==> config.mk <==
export PLATFORM = sky130hd
export DESIGN_NAME = fetch_ctrl
export DESIGN_NICKNAME = d
export VERILOG_FILES = /design/src/rtl/fetch_ctrl.sv
export SDC_FILE = /design/constraint.sdc
export NUM_CORES = 1
export LEC_CHECK = 0
export CAP_MARGIN = 40
export CORE_MARGIN = 5
export CORE_UTILIZATION = 46
export DETAILED_ROUTE_END_ITERATION = 12
export GPL_TIMING_DRIVEN = 0
export PLACE_DENSITY = 0.95
export SETUP_SLACK_MARGIN = 0.02
export SKIP_LAST_GASP = 1
export SYNTH_ARGS = -nofsm -noshare
export SYNTH_HDL_FRONTEND = slang
export SYNTH_SLANG_ARGS = --single-unit
export TNS_END_PERCENT = 20
==> constraint.sdc <==
create_clock -name clk -period 4.35 [get_ports clk]
set_clock_uncertainty 0.2 [all_clocks]
set_input_delay 0.435 -clock clk [delete_from_list [all_inputs] [get_ports clk]]
set_output_delay 0.435 -clock clk [all_outputs]
set_load 0.03 [all_outputs]
==> src/rtl/fetch_ctrl.sv <==
// Instruction fetch sequencer: owns the PC, drives the instruction-memory req/ack
// handshake and holds one fetched instruction for decode, honouring stall and redirect.
module fetch_ctrl #(
   parameter logic [31:0] RESET_PC = 32'h0000_0000
) (
   input  logic        clk,
   input  logic        reset,
   input  logic        stall,
   input  logic        redirect,
   input  logic [31:0] redirect_pc,
   output logic        im_req,
   output logic [31:0] im_addr,
   input  logic        im_ack,
   input  logic [31:0] im_data,
   output logic [31:0] inst_out,
   output logic [31:0] inst_pc,
   output logic        inst_valid,
   output logic [31:0] pc
);

   typedef enum logic [1:0] {
      IDLE = 2'd0,
      REQ  = 2'd1,
      HOLD = 2'd2
   } state_t;

   function automatic logic [31:0] word_align(input logic [31:0] addr);
      return addr & 32'hFFFF_FFFC;
   endfunction

   localparam logic [31:0] RESET_PC_ALIGNED = RESET_PC & 32'hFFFF_FFFC;

   state_t      state_r;
   state_t      state_nxt_s;
   logic [31:0] pc_r;
   logic [31:0] pc_nxt_s;
   logic [31:0] inst_out_r;
   logic [31:0] inst_out_nxt_s;
   logic [31:0] inst_pc_r;
   logic [31:0] inst_pc_nxt_s;
   logic        inst_valid_r;
   logic        inst_valid_nxt_s;
   logic        im_req_s;

   // Next-state, datapath updates and the memory request; redirect overrides everything.
   always_comb begin
      state_nxt_s      = state_r;
      pc_nxt_s         = pc_r;
      inst_out_nxt_s   = inst_out_r;
      inst_pc_nxt_s    = inst_pc_r;
      inst_valid_nxt_s = inst_valid_r;
      im_req_s         = 1'b0;

      if (redirect) begin
         // Any ack arriving with the redirect belongs to the abandoned path and is dropped.
         pc_nxt_s         = word_align(redirect_pc);
         inst_valid_nxt_s = 1'b0;
         state_nxt_s      = REQ;
      end else begin
         case (state_r)
            IDLE: begin
               state_nxt_s = REQ;
            end
            REQ: begin
               im_req_s = !(inst_valid_r && stall);
               if (im_req_s && im_ack) begin
                  inst_out_nxt_s   = im_data;
                  inst_pc_nxt_s    = pc_r;
                  inst_valid_nxt_s = 1'b1;
                  pc_nxt_s         = pc_r + 32'd4;
               end else if (inst_valid_r && !stall) begin
                  inst_valid_nxt_s = 1'b0;
               end else begin
                  inst_valid_nxt_s = inst_valid_r;
               end
               if (inst_valid_r && stall) begin
                  state_nxt_s = HOLD;
               end else begin
                  state_nxt_s = REQ;
               end
            end
            HOLD: begin
               if (!stall) begin
                  inst_valid_nxt_s = 1'b0;
                  state_nxt_s      = REQ;
               end else begin
                  state_nxt_s = HOLD;
               end
            end
            default: begin
               state_nxt_s      = IDLE;
               inst_valid_nxt_s = 1'b0;
            end
         endcase
      end
   end

   // State and output-slot registers; reset clears them without waiting for a clock.
   always_ff @(posedge clk or negedge reset) begin
      if (!reset) begin
         state_r      <= IDLE;
         pc_r         <= RESET_PC_ALIGNED;
         inst_out_r   <= 32'h0000_0000;
         inst_pc_r    <= 32'h0000_0000;
         inst_valid_r <= 1'b0;
      end else begin
         state_r      <= state_nxt_s;
         pc_r         <= pc_nxt_s;
         inst_out_r   <= inst_out_nxt_s;
         inst_pc_r    <= inst_pc_nxt_s;
         inst_valid_r <= inst_valid_nxt_s;
      end
   end

   // The request is combinational only in registered state and control inputs, never im_data.
   assign im_req     = im_req_s;
   assign im_addr    = pc_r;
   assign pc         = pc_r;
   assign inst_out   = inst_out_r;
   assign inst_pc    = inst_pc_r;
   assign inst_valid = inst_valid_r;

endmodule

### Word level (Yosys, flattened, before mapping)

Cells that the tools add are included.

| operators by class | value |
|---|---|
| add/sub/neg operators | 1 |
| reductions and logical operators | 11 |
| muxes and demuxes | 14 |
| eq/ne operators | 5 |
| bitwise logic cells | 1 |

Operators with widths:

| kind | number |
|---|---|
| two-way mux 32 bit | 3 |
| adder 32 x 3 -> 32 bit (second input constant) | 1 |
| two-way mux 1 bit | 6 |
| two-way mux 2 bit | 3 |
| one-hot mux 2 bit (3 select lines) | 1 |
| AND reduction 3 bit | 2 |
| inequality test 4 bit (second input constant) | 1 |
| nonzero test 2 bit | 2 |
| logical AND 1 bit | 3 |
| inequality test 3 bit (second input constant) | 1 |
| one-hot mux 1 bit (3 select lines) | 1 |
| equality test 2 x 1 -> 1 bit (second input constant) | 1 |
| equality test 2 bit (second input constant) | 1 |
| zero test 1 bit | 2 |
| zero test 2 bit | 1 |
| inequality test 2 bit (second input constant) | 1 |
| AND reduction 2 bit | 1 |
| NOT 1 bit | 1 |

| word-level totals | value |
|---|---|
| bits of input ports | 69 |
| word-level logic and storage cells | 37 |
| register bits after elaboration | 99 |
| output and inout port bits | 130 |

### Logic depth before layout (Yosys ltp)

| depth | value |
|---|---|
| word-level depth | 6 |
| gate-level depth with buffers | 6 |
| mapped depth without buffers | 5 |

### Worst setup path before layout

No wires, ideal clock.

| timing path | value |
|---|---|
| path type | register to register |
| start | reg pc_r[8] (netlist: im_addr[8]) |
| end | reg pc_r[22] (netlist: im_addr[22]) |
| path slack | 1.923 ns |
| period minus slack after synthesis | 2.427 ns |
| buffers on the path | 2 |
| stages on the path, launching flop included | 7 |
| data required time | 4.068 ns |
| arrival time | 2.145 ns |
| library setup time | 0.082 ns |
| cell sequence | dfrtp_1 -> buf_4 -> nand3_1 -> buf_2 -> or4_4 -> or4_1 -> a31oi_1 |

| on the way | value |
|---|---|
| longest elaborated chain between the ends | 4 |

RTL lines:

| item | RTL line | source |
|---|---|---|
| from (decl) | 35 | `logic [31:0] pc_r;` |
| from (signal assigned) | 108 | `pc_r <= pc_nxt_s;` |
| adder 32 x 3 -> 32 bit | 70 | `pc_nxt_s = pc_r + 32'd4;` |
| two-way mux 32 bit | 66 | `if (im_req_s && im_ack) begin` |
| two-way mux 32 bit | 60 | `case (state_r)` |
| two-way mux 32 bit | 54 | `if (redirect) begin` |

No other way between the ends. The select of a mux whose other input is x is not followed.
A chain may end at the register's enable or synchronous reset.

### Worst setup path in the final report

| timing path | value |
|---|---|
| start | in redirect |
| end | out im_req |

| on the way | value |
|---|---|
| longest elaborated chain between the ends | 1 |

RTL lines:

| item | RTL line | source |
|---|---|---|
| from (decl) | 9 | `input logic redirect,` |
| two-way mux 1 bit | 54 |  |
| to (decl) | 11 | `output logic im_req,` |

No other way between the ends.

==> flow_summary.json <==
{
  "outcome": "finished clean",
  "hold_path.startpoint": "inst_pc[19]",
  "cp.arrival_ns": 2.47,
  "stdcell_area_um2": 6960,
  "hold_path_end": "inst_pc[19]",
  "cts_setup_buffers": 0,
  "insertion_delay_ns": 0.36,
  "reg2reg_to": "inst_pc[15]",
  "timing.critical_path.from_type": "primary input",
  "cts_buffers": 9,
  "viasPerCell": 5.51,
  "synthArstFlopShare_pct": 100,
  "first_iter_violations": 338,
  "timing.final.crit_share_pct": 71.4,
  "syn_inst": 408,
  "ff2ff_setup_slack_ns": 1.75,
  "path_class": "primary input to output pin",
  "synth-edff-count": 0,
  "grt_max_degree": 51,
  "vias": 4163,
  "start_util_pct": 47.1,
  "layout-area-overhead-vs-synth_pct": 51.1,
  "ios": 199,
  "crit_family": "buffers and inverters",
  "slowest_stage": "clkdlybuf4s50_1",
  "clk_path_buf_depth": 2,
  "antenna_found_initial": 0,
  "period_minus_slack_ns": 3.11,
  "clk_pin_slew_ns": 0.08,
  "drtPass1Iterations": 4,
  "seq_area_frac_synth_pct": 51.6,
  "place_area_um2": 6710,
  "required_ns": 3.71,
  "synth_most_common_cell": "dfrtp_1",
  "slew_headroom_pct": 47.9,
  "worst_pin_slew_ns": 0.778,
  "whs_path_depth": 1,
  "synth.distinct_cells": 43,
  "syn-cell-area_um2": 4600,
  "end_kind": "output pin",
  "fin_util_pct": 71.2,
  "cts_tree": "done",
  "reg2regPathDepth": 5,
  "grt_pass1_vias": 4240,
  "holdWs_ns": 0.311,
  "antenna_left": 0,
  "drc_errors": 0,
  "finalHoldViolCount": 0,
  "ys_top_cells_by_count": "dfrtp_1 (95), mux2_2 (62), buf_4 (37)",
  "p_total_mw": 3.09,
  "drive_gt1_share_pct": 21.9,
  "place_hpwl_mm": 10.4,
  "min_path_type": "register to register",
  "cp_num_buf_inv": 5,
  "max-vdd-ir-drop_v": 0.000255,
  "grt_first_pass_wirelength_mm": 21.3,
  "maxSlewViolCount": 0,
  "max_freq_mhz": 322,
  "fp-row-count": 36,
  "cts-root-buf": "clkbuf_8",
  "wl_mm": 13.8,
  "synth_top_cell_area_share_pct": 51.6,
  "final_nets": 687,
  "grt_setup_unrepaired": "false",
  "rr_startpoint": "state_r[1]",
  "setup_viol": 0,
  "port_buffers": 189,
  "cpPeakStageDelay_ns": 0.69,
  "path_max_fanout": 10,
  "die_h_um": 110,
  "grt_overflow": 0,
  "die-area_um2": 12100,
  "ys_ff_latch": 95,
  "synth_top_area_cell": "dfrtp_1",
  "syn_area_per_cell_um2": 11.3,
  "cap_violations": 0,
  "gp_congestion": 0.881,
  "path_cells": "clkbuf_1, inv_1, clkbuf_1, clkbuf_1, and3_1, clkdlybuf4s50_1",
  "synthTopCellsByArea": "dfrtp_1 (52%), mux2_2 (15%), buf_4 (6.0%), a31oi_1 (2.3%), nor2_1 (2.0%)",
  "routedWlPerCell_um": 18.3,
  "yosysWarnings": 0,
  "grtUsageTotal_pct": 22.6,
  "p_per_area_nw_per_um2": 445,
  "setup_tns_ns": 0,
  "core_area_um2": 9770,
  "ys.flop_type": "dfrtp_1",
  "die_x_um": 110,
  "cts_sinks": 95,
  "path_common_cell": "clkbuf_1",
  "antenna_cells": 0,
  "power_leakage_nw": 2.82,
  "h-tree-depth": 3
}
==> cells by family (layout without fill, tap and decap cells) <==
group | Yosys count | after routing | share of synthesized area, %
mux | 63 | 63 | 15.4
flops | 95 | 95 | 51.6
compound gates | 57 | 57 | 8.15
fa+ha+maj | 1 | 1 | 0.272
simple gates | 123 | 123 | 14.9
other cells | 1 | 6 | 0.0815
buf+inv | 61 | 270 | 8.24
xor+xnor | 7 | 7 | 1.33
==> layout by cell type (no fill, tap or decap), types with 3 or more instances in the layout <==
cell | netlist | routed
clkdlybuf4s50_1 | 0 | 188
mux2_2 | 62 | 62
buf_2 | 9 | 9
and3_1 | 4 | 4
dfrtp_1 | 95 | 95
xor2_1 | 3 | 3
nand4_1 | 12 | 12
a21oi_1 | 4 | 4
nand4b_1 | 3 | 3
nand2_1 | 24 | 24
o41ai_1 | 3 | 3
o31ai_1 | 12 | 12
xnor2_1 | 4 | 4
nand3_1 | 10 | 10
o21ai_0 | 13 | 13
clkbuf_1 | 9 | 10
nor3_1 | 5 | 5
or3_1 | 4 | 4
conb_1 | 1 | 6
nor2b_1 | 4 | 4
nor2_1 | 25 | 25
a31oi_1 | 17 | 17
nor4_1 | 7 | 7
inv_1 | 6 | 6
clkbuf_8 | 0 | 11
or4_1 | 12 | 12
buf_4 | 37 | 38
==> power breakdown <==
part	switching (mW)	internal [mW]
registers	0.135	1.05
logic	0.663	0.577
clock network	0.308	0.358
==> state kept, by name, indices dropped and copies added, names as in the netlist <==
signal	cells
inst_valid	1
inst_out	32
inst_pc	30
state_r	2
im_addr	30
==> routing by layer <==
layer  up-vias  GRT usage, %  wire length, um
met1      2033          27.8             5060
met3        31          6.17             1410
met5         -             0                0
met4         0          7.21              296
li1       1869             -                -
met2       230          38.4             7030
==> stage by stage <==
step / setup WS [ns] / cells
2_1_floorplan: 1.92 / 413
3_3_place_gp: -0.782 / 735
3_5_place_dp: 1.27 / 736
4_1_cts: 1.26 / 753
5_1_grt: 1.10 / 755
6_report: 1.24 / 755
==> area by class of cell <==
| type | instances | area (um2) |
|---|---|---|
| fillers | 742 | 2820 |
| flip-flops and latches | 95 | 2380 |
| repair buffers | 193 | 1940 |
| multi-input cells | 257 | 1870 |
| plain buffers | 55 | 357 |
| well taps | 133 | 166 |
| clock buffers | 12 | 155 |
| clock inverters | 4 | 76.3 |
| inverters | 6 | 22.5 |
==> worst reg2reg max path, delay by kind of cell, from the launching register on <==
kind                   cells  cell delay [ns]
buffers and inverters      1             0.39
flip-flops                 1             0.46
multiplexers               1             0.38
AND/OR/NAND/NOR            3             1.06
==> what timing repair did <==
| action | in CTS | in global routing |
|---|---|---|
| endpoints found under the hold margin | 45 | 0 |
| hold buffers | 1 | 0 |
| resized for setup | 0 | 0 |
==> how the worst max path moves through the flow <==
| stage | start | to | cells past startpoint |
|---|---|---|---|
| global route | redirect | im_req | 6 |
| CTS | redirect | im_req | 6 |
| global placement | reset | inst_out[30] | 1 |
| floorplan | im_addr[8] | im_addr[22] | 6 |
| detailed placement | redirect | im_req | 6 |
| finish | redirect | im_req | 6 |
Power figures use the tool's default switching activity.
